--- config.mk ---
export PLATFORM = sky130hd
export DESIGN_NAME = fetch_unit
export DESIGN_NICKNAME = d
export VERILOG_FILES = /design/src/rtl/hart_pkg.sv /design/src/rtl/fetch_fifo.sv /design/src/rtl/fetch_unit.sv
export SDC_FILE = /design/constraint.sdc
export NUM_CORES = 1
export LEC_CHECK = 0
export BUFFER_PORTS_ARGS = -buffer_cell sky130_fd_sc_hd__buf_4
export CAP_MARGIN = 5
export CORE_ASPECT_RATIO = 1.75
export CORE_MARGIN = 1.5
export CORE_UTILIZATION = 30
export CTS_BUF_LIST = sky130_fd_sc_hd__clkbuf_8 sky130_fd_sc_hd__clkbuf_16
export DETAILED_ROUTE_END_ITERATION = 6
export REMOVE_ABC_BUFFERS = 1
export SLEW_MARGIN = 20
export SYNTH_ARGS = -nofsm -noshare
export SYNTH_HDL_FRONTEND = slang
export SYNTH_HIERARCHICAL = 1
export SYNTH_SLANG_ARGS = --single-unit
--- constraint.sdc ---
create_clock -name i_clk -period 8.3 [get_ports i_clk]
set_input_delay 1.66 -clock i_clk [delete_from_list [all_inputs] [get_ports i_clk]]
set_output_delay 1.66 -clock i_clk [all_outputs]
set_load 0.02 [all_outputs]
--- src/rtl/hart_pkg.sv ---
// Shared hart definitions: data width, NOP encoding, fetch FSM states and the
// instruction buffer entry layout.
package hart_pkg;

   localparam int XLEN = 32;
   localparam logic [XLEN-1:0] NOP = 32'h0000_0013;

   typedef enum logic [1:0] {
      ST_RUN   = 2'd0,
      ST_DRAIN = 2'd1,
      ST_STOP  = 2'd2
   } fetch_state_e;

   typedef struct packed {
      logic [XLEN-1:0] inst;
      logic [XLEN-1:0] pc;
      logic            trap;
   } fetch_entry_t;

   localparam int ENTRY_W = $bits(fetch_entry_t);

endpackage

--- src/rtl/fetch_fifo.sv ---
// Instruction buffer: power-of-two circular FIFO with flush, simultaneous
// push/pop at any occupancy, and an occupancy count.
module fetch_fifo #(
   parameter int DEPTH = 4,
   parameter int WIDTH = 65
) (
   input  logic                       clk,
   input  logic                       rst_n,
   input  logic                       flush,
   input  logic                       push,
   input  logic [WIDTH-1:0]           wdata,
   input  logic                       pop,
   output logic [WIDTH-1:0]           rdata,
   output logic                       valid,
   output logic [$clog2(DEPTH+1)-1:0] count
);
   localparam int AW = $clog2(DEPTH);
   localparam int CW = $clog2(DEPTH + 1);
   localparam logic [CW-1:0] FULL = CW'(DEPTH);

   logic [WIDTH-1:0] mem [DEPTH];
   logic [AW-1:0]    wr_ptr, rd_ptr;
   logic [CW-1:0]    cnt;
   logic             do_push, do_pop;

   // A pop frees the slot in the same cycle, so push is legal when full and popping.
   assign do_pop  = pop && cnt != '0;
   assign do_push = push && (cnt != FULL || do_pop);

   always_ff @(posedge clk or negedge rst_n) begin
      if (!rst_n) begin
         wr_ptr <= '0;
         rd_ptr <= '0;
         cnt    <= '0;
      end else if (flush) begin
         wr_ptr <= '0;
         rd_ptr <= '0;
         cnt    <= '0;
      end else begin
         if (do_push) wr_ptr <= wr_ptr + AW'(1);
         if (do_pop)  rd_ptr <= rd_ptr + AW'(1);
         if (do_push && !do_pop)      cnt <= cnt + CW'(1);
         else if (!do_push && do_pop) cnt <= cnt - CW'(1);
      end
   end

   always_ff @(posedge clk) begin
      if (do_push && !flush) mem[wr_ptr] <= wdata;
   end

   assign rdata = mem[rd_ptr];
   assign valid = cnt != '0;
   assign count = cnt;

endmodule

--- src/rtl/fetch_unit.sv ---
// Instruction fetch: PC sequencing, imem request/response tracking, redirect
// drain and instruction buffer. Define FETCH_MISALIGN_TRAP_EN for misaligned-target traps.
module fetch_unit
   import hart_pkg::*;
#(
   parameter logic [XLEN-1:0] RESET_ADDR      = 32'h0000_0000,
   parameter int              DEPTH           = 4,
   parameter int              MAX_OUTSTANDING = 2
) (
   input  logic            i_clk,
   input  logic            i_rst_n,
   output logic            o_imem_req,
   output logic [XLEN-1:0] o_imem_addr,
   input  logic            i_imem_gnt,
   input  logic            i_imem_rvalid,
   input  logic [XLEN-1:0] i_imem_rdata,
   input  logic            i_redirect,
   input  logic [XLEN-1:0] i_redirect_pc,
   output logic            o_inst_valid,
   output logic [XLEN-1:0] o_inst,
   output logic [XLEN-1:0] o_inst_pc,
   output logic            o_inst_trap,
   input  logic            i_inst_ready
);
   localparam int CW = $clog2(DEPTH + 1);
   localparam logic [CW-1:0] MAX_O   = CW'(MAX_OUTSTANDING);
   localparam logic [CW:0]   DEPTH_C = (CW+1)'(DEPTH);

   fetch_state_e    state;
   logic [XLEN-1:0] pc, tgt, rsp_pc;
   logic [CW-1:0]   out_cnt, out_nxt, occ;
   logic            mis, trap_pend;
   logic            gnt_acc, rsp_acc, push, pop;
   fetch_entry_t    push_e, head_e;
   logic            head_vld;

`ifdef FETCH_MISALIGN_TRAP_EN
   assign tgt = i_redirect_pc;
   assign mis = i_redirect_pc[1:0] != 2'b00;
`else
   assign tgt = i_redirect_pc & ~32'h3;
   assign mis = 1'b0;
`endif

   // Counting outstanding + buffered slots guarantees every response has room.
   assign o_imem_req  = i_rst_n && state == ST_RUN && !i_redirect && out_cnt < MAX_O
                        && ({1'b0, out_cnt} + {1'b0, occ}) < DEPTH_C;
   assign o_imem_addr = pc & ~32'h3;

   assign gnt_acc = o_imem_req & i_imem_gnt;
   assign rsp_acc = i_imem_rvalid & (out_cnt != '0);
   // Responses are in order, so the oldest outstanding request sits out_cnt words behind pc.
   assign rsp_pc  = pc - XLEN'({out_cnt, 2'b00});

   always_comb begin
      out_nxt = out_cnt;
      if (gnt_acc && !rsp_acc)      out_nxt = out_cnt + CW'(1);
      else if (!gnt_acc && rsp_acc) out_nxt = out_cnt - CW'(1);
   end

   always_comb begin
      push   = rsp_acc && state == ST_RUN && !i_redirect;
      push_e = '{inst: i_imem_rdata, pc: rsp_pc, trap: 1'b0};
      if (state == ST_DRAIN && trap_pend && out_nxt == '0 && !i_redirect) begin
         push   = 1'b1;
         push_e = '{inst: '0, pc: pc, trap: 1'b1};
      end
   end

   assign pop = head_vld & i_inst_ready;

   always_ff @(posedge i_clk or negedge i_rst_n) begin
      if (!i_rst_n) begin
         state     <= ST_RUN;
         pc        <= RESET_ADDR;
         out_cnt   <= '0;
         trap_pend <= 1'b0;
      end else begin
         out_cnt <= out_nxt;
         if (i_redirect) begin
            pc        <= tgt;
            trap_pend <= mis;
            state     <= (out_nxt != '0 || mis) ? ST_DRAIN : ST_RUN;
         end else begin
            unique case (state)
               ST_RUN: begin
                  if (gnt_acc) pc <= pc + 32'd4;
               end
               ST_DRAIN: begin
                  if (out_nxt == '0) begin
                     state     <= trap_pend ? ST_STOP : ST_RUN;
                     trap_pend <= 1'b0;
                  end
               end
               ST_STOP: begin
               end
               default: state <= ST_RUN;
            endcase
         end
      end
   end

   fetch_fifo #(
      .DEPTH (DEPTH),
      .WIDTH (ENTRY_W)
   ) u_fifo (
      .clk   (i_clk),
      .rst_n (i_rst_n),
      .flush (i_redirect),
      .push  (push),
      .wdata (push_e),
      .pop   (pop),
      .rdata (head_e),
      .valid (head_vld),
      .count (occ)
   );

   assign o_inst_valid = head_vld;
   assign o_inst       = head_vld ? head_e.inst : '0;
   assign o_inst_pc    = head_vld ? head_e.pc   : '0;
   assign o_inst_trap  = head_vld & head_e.trap;

endmodule
---- Yosys cells after proc, flatten, opt, wreduce, memory -nomap -nowiden ----
Memories as Yosys holds them, arrays and structs flattened.
Index checks and enable logic that the tools add are counted.
operators by class
  add/subtract/negate cells ............... 9
  multiply operators ...................... 0
  divide/modulo/power cells ............... 0
  order comparisons ....................... 2
  equality and inequality tests ........... 5
  shifts and indexed selects .............. 0
  muxes and demuxes ....................... 26
  bitwise operators ....................... 4
  reductions and logical operators ........ 38
operators with widths
  kind                                                                           number
  32-bit 2-to-1 mux                                                              5
  65-bit 2-to-1 mux                                                              1
  32-bit by 3-bit adder with 32-bit output (second input constant)               1
  32-bit by 5-bit subtractor with 32-bit output                                  1
  1-bit logical AND                                                              16
  3-bit 2-to-1 mux                                                               5
  2-bit 2-to-1 mux                                                               7
  2-bit nonzero test                                                             6
  3-bit nonzero test                                                             4
  1-bit 2-to-1 mux                                                               7
  3-bit by 1-bit adder with 3-bit output (second input constant)                 2
  2-bit AND reduction                                                            3
  3-bit by 1-bit subtractor with 3-bit output (second input constant)            2
  1-bit logical NOT                                                              5
  2-bit by 1-bit adder with 2-bit output (second input constant)                 2
  3-bit by 3-bit adder with 4-bit output                                         1
  1-bit bitwise AND                                                              4
  4-bit by 3-bit less-than comparator with 1-bit output (second input constant)  1
  2-bit one-hot mux with 2 select lines                                          1
  3-bit logical NOT                                                              1
  3-bit by 2-bit less-than comparator with 1-bit output (second input constant)  1
  3-bit by 2-bit inequality test with 1-bit output (second input constant)       1
  3-bit inequality test (second input constant)                                  1
  2-bit by 1-bit equality test with 1-bit output (second input constant)         1
  other kinds (5)                                                                5
word-level totals
  register bits after elaboration ......... 45
  bits in latches ......................... 0
  memory bits (writable) .................. 260
  memory bits (read-only) ................. 0
  input port bits ......................... 70
  output and inout bits ................... 99
  word-level logic and storage cells ...... 92
  memories ................................ 1
memories
  name        words  bits a word  read ports  clocked after memory_dff  wr ports  RTL line          source
  u_fifo.mem  4      65           1           0                         1         fetch_fifo.sv:21  logic [WIDTH-1:0] mem [DEPTH];

---- Logic depth before layout (Yosys ltp) ----
Gate-level depths: netlist of the first run.
  depth after elaboration ................. 20
  depth in mapped cells ................... 12
  depth with buffers taken out ............ 10

---- Modules after synthesis ----
The synthesis of the first run kept the hierarchy.
by module, submodules not included
  module      instances  cells an instance  area an instance (µm²)  sequential area each (µm²)
  fetch_fifo  1          402                9,930.8                 7,982.7
  fetch_unit  1          441                3,395.8                 850.8

---- Worst setup path before layout of the first run ----
Ideal clock, no wire load.
  kind .................................... input -> register
  from .................................... input port i_redirect
  to ...................................... memory u_fifo.mem[0][0] (enable)
  library setup time ...................... 0.582 ns
  data arrival time ....................... 7.563 ns
  required time ........................... 7.718 ns
  path slack .............................. 0.156 ns
  cell stages on the path ................. 7
  buffers on the path ..................... 4
  path through ............................ clkbuf_1 > clkbuf_1 > clkbuf_1 > nor3_1 > buf_2 > o21ai_0 > nor3b_1
on the way
  longest elaborated chain between the ends .. 17
  elaborated cells on any way between the ends .. 19
  classes of those cells .................. 5 x mux; 1 x bitwise; 13 x reduce/logical
RTL lines
  item                                        RTL line                                              source
  start, declared                             fetch_unit.sv:17                                      input logic i_redirect,
  1-bit logical NOT (*)                       fetch_unit.sv:46, fetch_unit.sv:62, fetch_unit.sv:64
  1-bit logical AND (2 in series)             fetch_unit.sv:46                                      assign o_imem_req = i_rst_n && state == ST_RUN && !i_redirect && out_cnt < MAX_O
  1-bit logical AND                           fetch_unit.sv:47                                      && ({1'b0, out_cnt} + {1'b0, occ}) < DEPTH_C;
  1-bit bitwise AND                           fetch_unit.sv:50                                      assign gnt_acc = o_imem_req & i_imem_gnt;
  1-bit logical NOT                           fetch_unit.sv:58                                      else if (!gnt_acc && rsp_acc) out_nxt = out_cnt - CW'(1);
  1-bit logical AND                           fetch_unit.sv:58
  3-bit 2-to-1 mux                            fetch_unit.sv:58
  3-bit 2-to-1 mux                            fetch_unit.sv:57                                      if (gnt_acc && !rsp_acc) out_nxt = out_cnt + CW'(1);
  3-bit logical NOT                           fetch_unit.sv:64                                      if (state == ST_DRAIN && trap_pend && out_nxt == '0 && !i_redirect) begin
  1-bit logical AND (2 in series)             fetch_unit.sv:64
  1-bit 2-to-1 mux (*)                        fetch_unit.sv:64
  named net push                              fetch_unit.sv:33                                      logic gnt_acc, rsp_acc, push, pop;
  1-bit logical AND (*)                       fetch_fifo.sv:28                                      assign do_push = push && (cnt != FULL || do_pop);
  1-bit logical AND (*)                       fetch_fifo.sv:48                                      if (do_push && !flush) mem[wr_ptr] <= wdata;
  1-bit 2-to-1 mux (*)                        fetch_fifo.sv:48
  1-bit 2-to-1 mux (implied by the code) (*)  fetch_fifo.sv:48
  end, declared                               fetch_fifo.sv:21
The timed path passes the listed nets; every way through them passes the cells marked *.

---- Worst setup path in the final report of the first run ----
  from .................................... input port i_rst_n
  to ...................................... output port o_imem_req
on the way
  longest elaborated chain between the ends .. 4
RTL lines
  item                             RTL line          source
  start, declared                  fetch_unit.sv:11  input logic i_rst_n,
  1-bit logical AND (3 in series)  fetch_unit.sv:46
  1-bit logical AND                fetch_unit.sv:47
  end, declared                    fetch_unit.sv:12  output logic o_imem_req,
No other way between the ends.

==> metrics, run 1 <==
Startpoint Class=input pin; die area=about 46000 um^2; top cell type by total area after synthesis=edfxtp_1; chip width=around 160 um; YS warnings=6; drt drc=0; HPWL Detailed=about 20000 um; fin cells=about 1600; Internal=roughly 0.0026 W; post-cts resize count=0; vias in the first global route=8093; GPL Wtd Cong=between 0.8 and 0.9; Die Height=roughly 280 um; Crit Path Class=in2out; Yosys reg bits=between 300 and 400; CTS tree=built; total track usage=0.137; fmax=0.199 GHz; Clock Power Share=0.392; final design area excluding fillers=roughly 16000 um^2; Worst Setup End Kind=output port; Comb pwr share=0.100; Tmin final=5.02 ns; RR Endpoint=u_fifo/mem[0][47]; WL/cell=slightly below 20 um; synthesized netlist cell count=roughly 840; VDD IR max=about 0.00016 V; Area Overhead vs Synth=20.9%; P per Cell Area=217 nW/um^2; worst skew pair latency=approximately 0.57 ns; clock sink total=301; top cells by count, synth=edfxtp_1 (260), and2_1 (68), mux4_2 (65), nand2_1 (42), dfrtp_1 (41); Worst-Margin Slew=1.10 ns; global-route wire length before repair=47700 um; Net Sw Power=between 0.0008 and 0.0009 W; Primary FF master, synth=edfxtp_1; clock tree buffer depth=3; share of cells above drive strength 1=0.302; DRT iter0 DRCs=500; Num CTS Buffers=29; Reg2Reg Depth=8; Worst Clk Skew=around 0.022 ns; sequential fraction of the synthesis area=0.663; ys async rst share=0.136; Setup Fix Bufs, Post-CTS=0; uppermost layer routed=met4; CP Data Required Time=approximately 6.6 ns; hold_buf cts=0; Flop pwr share=0.509; Starting Density=0.303; overall power=about 0.0035 W; final period utilization=0.605; CP arrival=around 3.4 ns; grt ovf=0; EDFF count, synth=260; Synth cell types=66; Port Buffer Count=around 160; RSZ-0062 raised after global routing=no; top-count cell post-synth=edfxtp_1; Routed Antenna Nets=0; layout net count=between 1000 and 1500; drt pass-1 iters=5; cell count of the worst hold path=2; final WL=between 30000 and 40000 um; largest net degree at the start of global routing=67; worst min-delay path class=reg2reg; Site Rows=102; Placed Area=15100 um^2; Post-Syn Area=13300 um^2; setup TNS=0 ns; Hold Path Sink=u_fifo/wr_ptr[1]; hold path start=u_fifo/wr_ptr[1]; LEAKAGE=around 5.6 nW; CP Max Fanout=43; via count=between 7000 and 8000; Setup violations, final=0; Area contributors post-synth=edfxtp_1 (59%), mux4_2 (11%), dfrtp_1 (7.7%); Met1 Routed Length=12200 um; antenna violations before repair=1; post-layout util=0.366; metal2 WL=approximately 17000 um; switch share=0.246; Syn Area/Cell=approximately 16 um^2; Max Cap Violations=0; reg-to-reg slack, setup=between 4 and 5 ns; RR Startpoint=out_cnt[1]; root buffer cell=clkbuf_16; met3 WL=between 1000 and 1500 um; outcome=complete, no violations; slew margin rel.=0.266; CTS clk-pin slew, worst paths=about 0.070 ns; Slew Limit Fails=0; top-area cell type share of the netlist area=0.586; Core ar.=approximately 44000 um^2; via/cell ratio=4.93; final hold vios=0; placed instance count=approximately 1500; H-tree levels=1; IO Count=around 170
-- cell families after synthesis --
group / count (synthesis) / synth area share
buffers and inverters: 79 / 0.0285
multiplexers: 75 / 0.118
adder cells (fa/ha/maj): 15 / 0.0152
other: 1 / 0.000281
AO/OA/AOI/OAI: 81 / 0.0423
AND/OR/NAND/NOR: 255 / 0.109
flip-flops: 301 / 0.663
XOR/XNOR: 36 / 0.0237
-- critical path, cell delays in order --
cell and delay (ns):
buf_4 0.46, nand4_1 0.74, nor2_1 0.28, buf_4 0.18
-- power groups by stage --
stage	sequential, W	combinational (W)	clock (W)
after floorplan	0.00180	0.000197	0
after global placement	0.00181	0.000342	0
after detailed placement	0.00181	0.000352	0
after CTS	0.00178	0.000354	0.00141
after global routing	0.00178	0.000387	0.00146
final	0.00178	0.000348	0.00137
-- layer usage --
layer,vias to the layer above,GRT usage
li1,3558,-
met1,4040,0.160
met2,229,0.253
met3,51,0.0182
met4,0,0.0525
met5,-,0
-- worst max-delay path by stage --
stage | start | to | depth (start not counted)
after detailed placement | i_rst_n | o_imem_req | 4
after global routing | i_rst_n | o_imem_req | 4
after CTS | i_rst_n | o_imem_req | 4
final | i_rst_n | o_imem_req | 4
after floorplan | i_imem_rvalid | u_fifo/mem[0][0] | 4
after global placement | i_rst_n | o_imem_req | 4
-- cells in the final DEF (no fill, tap or decap), drive strengths merged, types with 7 or more instances in the layout --
cell    synthesis  layout
nor3           21      21
nand3          16      16
conb            1      14
a31oi           8       8
edfxtp        260     260
o21ai          22      22
nor2           30      30
nand2          42      42
or3             7       7
ha             13      13
a21oi           9       9
clkbuf         24      30
nand4          10      10
buf            36     175
clkinv          1       8
nand2b          7       7
dfrtp          41      41
and2           68      68
xnor2          20      20
xor2           16      16
inv            18      28
nor4           15      15
mux4           65      65
-- cell type report --
cell class	instances	area [um^2]
fillers	4212	27900
flip-flops and latches	301	8840
multi-input cells	476	4190
repair buffers	175	1310
clock buffers	30	739
well taps	572	716
clock inverters	24	244
inverters	19	71.3
diodes	1	2.50
-- through the flow --
stage | hold slack (ns) | setup slack, ns
2_1_floorplan | 0.554 | 0.382
3_3_place_gp | 0.573 | 3.22
3_5_place_dp | 0.593 | 3.27
4_1_cts | 0.605 | 3.25
5_1_grt | 0.625 | 3.07
6_report | 0.602 | 3.28
-- registers in the layout, indices dropped and copies added (netlist names) --
signal,cells
u_fifo/mem,260
u_fifo/wr_ptr,2
out_cnt,3
u_fifo/count,3
u_fifo/rd_ptr,2
state,1
pc,30
Note: power is estimated with default switching activity, not from simulation.
==> inputs of run 2 (changes only) <==
==> constraint.sdc (replaced) <==
create_clock -name i_clk -period 4.8 [get_ports i_clk]
set_input_delay 0.96 -clock i_clk [delete_from_list [all_inputs] [get_ports i_clk]]
set_output_delay 0.96 -clock i_clk [all_outputs]
set_load 0.02 [all_outputs]
==> run 2 against run 1 <==
Effect of this change: non-clock buffer count grew 5; clock skew shrank 0.0099 ns; largest cell class unchanged; clock power grew 79%; power grew 76%; flip-flop and latch count is the same; routed wire length grew 0.60%; register-to-register slack lost 2.9 ns; critical path depth is the same; critical path type is now reg2out; utilization grew 0.31 points; critical endpoint is now o_inst_pc[23]; via count shrank 0.77%.
==> metrics, run 2 (synthesis gave the netlist of run 1 again) <==
H-tree levels=1 (unchanged); LEAKAGE=5.67 nW (was 5.62 nW); reg-to-reg slack, setup=1.64 ns (was 4.51 ns); CP Data Required Time=3.84 ns (was 6.64 ns); worst min-delay path class=in2async (was reg2reg); clock sink total=301 (unchanged); Starting Density=0.303 (unchanged); Core ar.=44000 um^2 (unchanged); Internal=0.00466 W (was 0.00263 W); die area=45700 um^2 (unchanged); total track usage=0.140 (was 0.137); Reg2Reg Depth=9 (was 8); Die Height=282 um (unchanged); grt ovf=0 (unchanged); Worst-Margin Slew=1.09 ns (was 1.10 ns); RR Startpoint=out_cnt[0] (was out_cnt[1]); worst skew pair latency=0.56 ns (was 0.57 ns); Num CTS Buffers=31 (was 29); critical path's slowest cell=dfrtp_4 (was nand4_1); Site Rows=102 (unchanged); CP top delay family=flip-flops (was simple AND/OR/NAND/NOR gates); Net Sw Power=0.00147 W (was 0.000859 W); clock tree buffer depth=3 (unchanged); drt drc=0 (unchanged); Top Registers=u_fifo/mem x260, pc x30 (unchanged); Slew Limit Fails=0 (unchanged); CP arrival=2.78 ns (was 3.36 ns); GPL Wtd Cong=0.826 (was 0.827); Comb pwr share=0.100 (about the same); vias in the first global route=8228 (was 8093); Area Overhead vs Synth=21.9% (was 20.9%); Top reg by flops=u_fifo/mem (unchanged); CP dominant cell by count=buf_4 (unchanged); drt pass-1 iters=4 (was 5); DRT iter0 DRCs=439 (was 500); Crit Path Class=reg2out (was in2out); WP buf/inv=2 (unchanged); commonest non-fill, non-tap cell in the layout=edfxtp_1 (unchanged); Largest stage delay, worst path=0.94 ns (was 0.74 ns); Port Buffer Count=164 (unchanged); Worst Setup End Kind=output port (unchanged); switch share=0.240 (was 0.246); Flop pwr share=0.501 (was 0.509); Max Cap Violations=0 (unchanged); final setup margin=1.06 ns (was 3.28 ns); Startpoint Class=flop (was input pin); CP Max Fanout=36 (was 43); P per Cell Area=377 nW/um^2 (was 217 nW/um^2); Worst Clk Skew=0.0120 ns (was 0.0220 ns); Placed Area=15200 um^2 (was 15100 um^2); setup TNS=0 ns (unchanged); final WL=31700 um (was 31500 um); dpl ws=1.46 ns (was 3.27 ns); root buffer cell=clkbuf_16 (unchanged); Clock Power Share=0.399 (was 0.392); via count=7817 (was 7878); HPWL Detailed=20100 um (was 20000 um); hold_buf cts=0 (unchanged); most frequent cells in the layout=edfxtp_1 (260), buf_4 (176), and2_1 (68) (was edfxtp_1 (260), buf_4 (175), and2_1 (68)); final period utilization=0.779; max reg flops=260 (unchanged); final hold vios=0 (unchanged); final design area excluding fillers=16300 um^2 (was 16100 um^2); ANT cells=0 (was 1); global-route wire length before repair=48500 um (was 47700 um); largest net degree at the start of global routing=67 (unchanged); VDD IR max=0.000219 V (was 0.000157 V); Setup Fix Bufs, Post-CTS=0 (unchanged); antenna violations before repair=0 (was 1); Setup violations, final=0 (unchanged); CTS tree=built (unchanged); cells along the critical path=buf_4 -> mux4_2 -> and2_1 -> buf_4 (was buf_4 -> nand4_1 -> nor2_1 -> buf_4); chip width=162 um (unchanged); Tmin final=between 3 and 4 ns; layout net count=1094 (was 1087); CTS clk-pin slew, worst paths=0.06 ns (was 0.07 ns); share of cells above drive strength 1=0.305 (was 0.302); outcome=complete, no violations (unchanged); fmax=0.268 GHz; post-cts resize count=0 (unchanged); RSZ-0062 raised after global routing=no (unchanged); RR Endpoint=u_fifo/mem[2][58] (was u_fifo/mem[0][47]); IO Count=169 (unchanged); WL/cell=19.8 um (was 19.7 um); slew margin rel.=0.274 (was 0.266); Routed Antenna Nets=0 (unchanged); via/cell ratio=4.88 (was 4.93)
[run 2: changes by cell type in the layout (fill, tap and decap cells not counted), moves of 2 or more]
cell       before  now
buf_12          0    4
clkbuf_16      29   31
clkinv_4        0    4
clkinv_2        6    3
inv_8           2    0
[run 2: how the worst max path moves through the flow]
stage | to | startpoint | slack, ns | depth (start not counted)
floorplan | u_fifo/mem[0][0] | u_fifo/count[2] | -2.49 | 4
global placement | pc[30] | i_rst_n | 1.46 | 5
detailed placement | pc[30] | i_rst_n | 1.46 | 5
CTS | o_inst_pc[23] | u_fifo/rd_ptr[0] | 0.92 | 4
global route | o_inst_pc[23] | u_fifo/rd_ptr[0] | 0.85 | 4
finish | o_inst_pc[23] | u_fifo/rd_ptr[0] | 1.06 | 4
[run 2: per-layer routing]
metal / vias up / share of wire / GRT usage
met3: 39 / 0.042 / 0.0175
met5: - / 0 / 0
li1: 3572 / - / -
met4: 0 / 0.024 / 0.0468
met2: 188 / 0.55 / 0.266
met1: 4018 / 0.38 / 0.160
[run 2: metrics by stage]
stage / std cells / util / power, W / hold WS (ns)
final: 1602 / 0.369 / 0.00613 / 0.401
after global routing: 1602 / 0.369 / 0.00637 / 0.432
after CTS: 1602 / 0.369 / 0.00621 / 0.403
after detailed placement: 1548 / 0.345 / 0.00374 / 0.589
after global placement: 1548 / 0.345 / 0.00372 / 0.587
after floorplan: 796 / - / 0.00346 / 0.554
[run 2: power groups by stage]
stage / logic, W / clock network [W] / registers, W
CTS: 0.000623 / 0.00251 / 0.00307
detailed placement: 0.000619 / 0 / 0.00312
global placement: 0.000601 / 0 / 0.00312
finish: 0.000613 / 0.00245 / 0.00307
global route: 0.000682 / 0.00261 / 0.00308
floorplan: 0.000340 / 0 / 0.00312
[run 2: area by class of cell]
type	instances	area [um^2]
clock inverter	23	263
fill	4205	27800
sequential	301	8840
inverter	19	71.3
clock buffer	31	776
timing repair buffer	180	1400
multi-input combinational	476	4180
tap	572	716
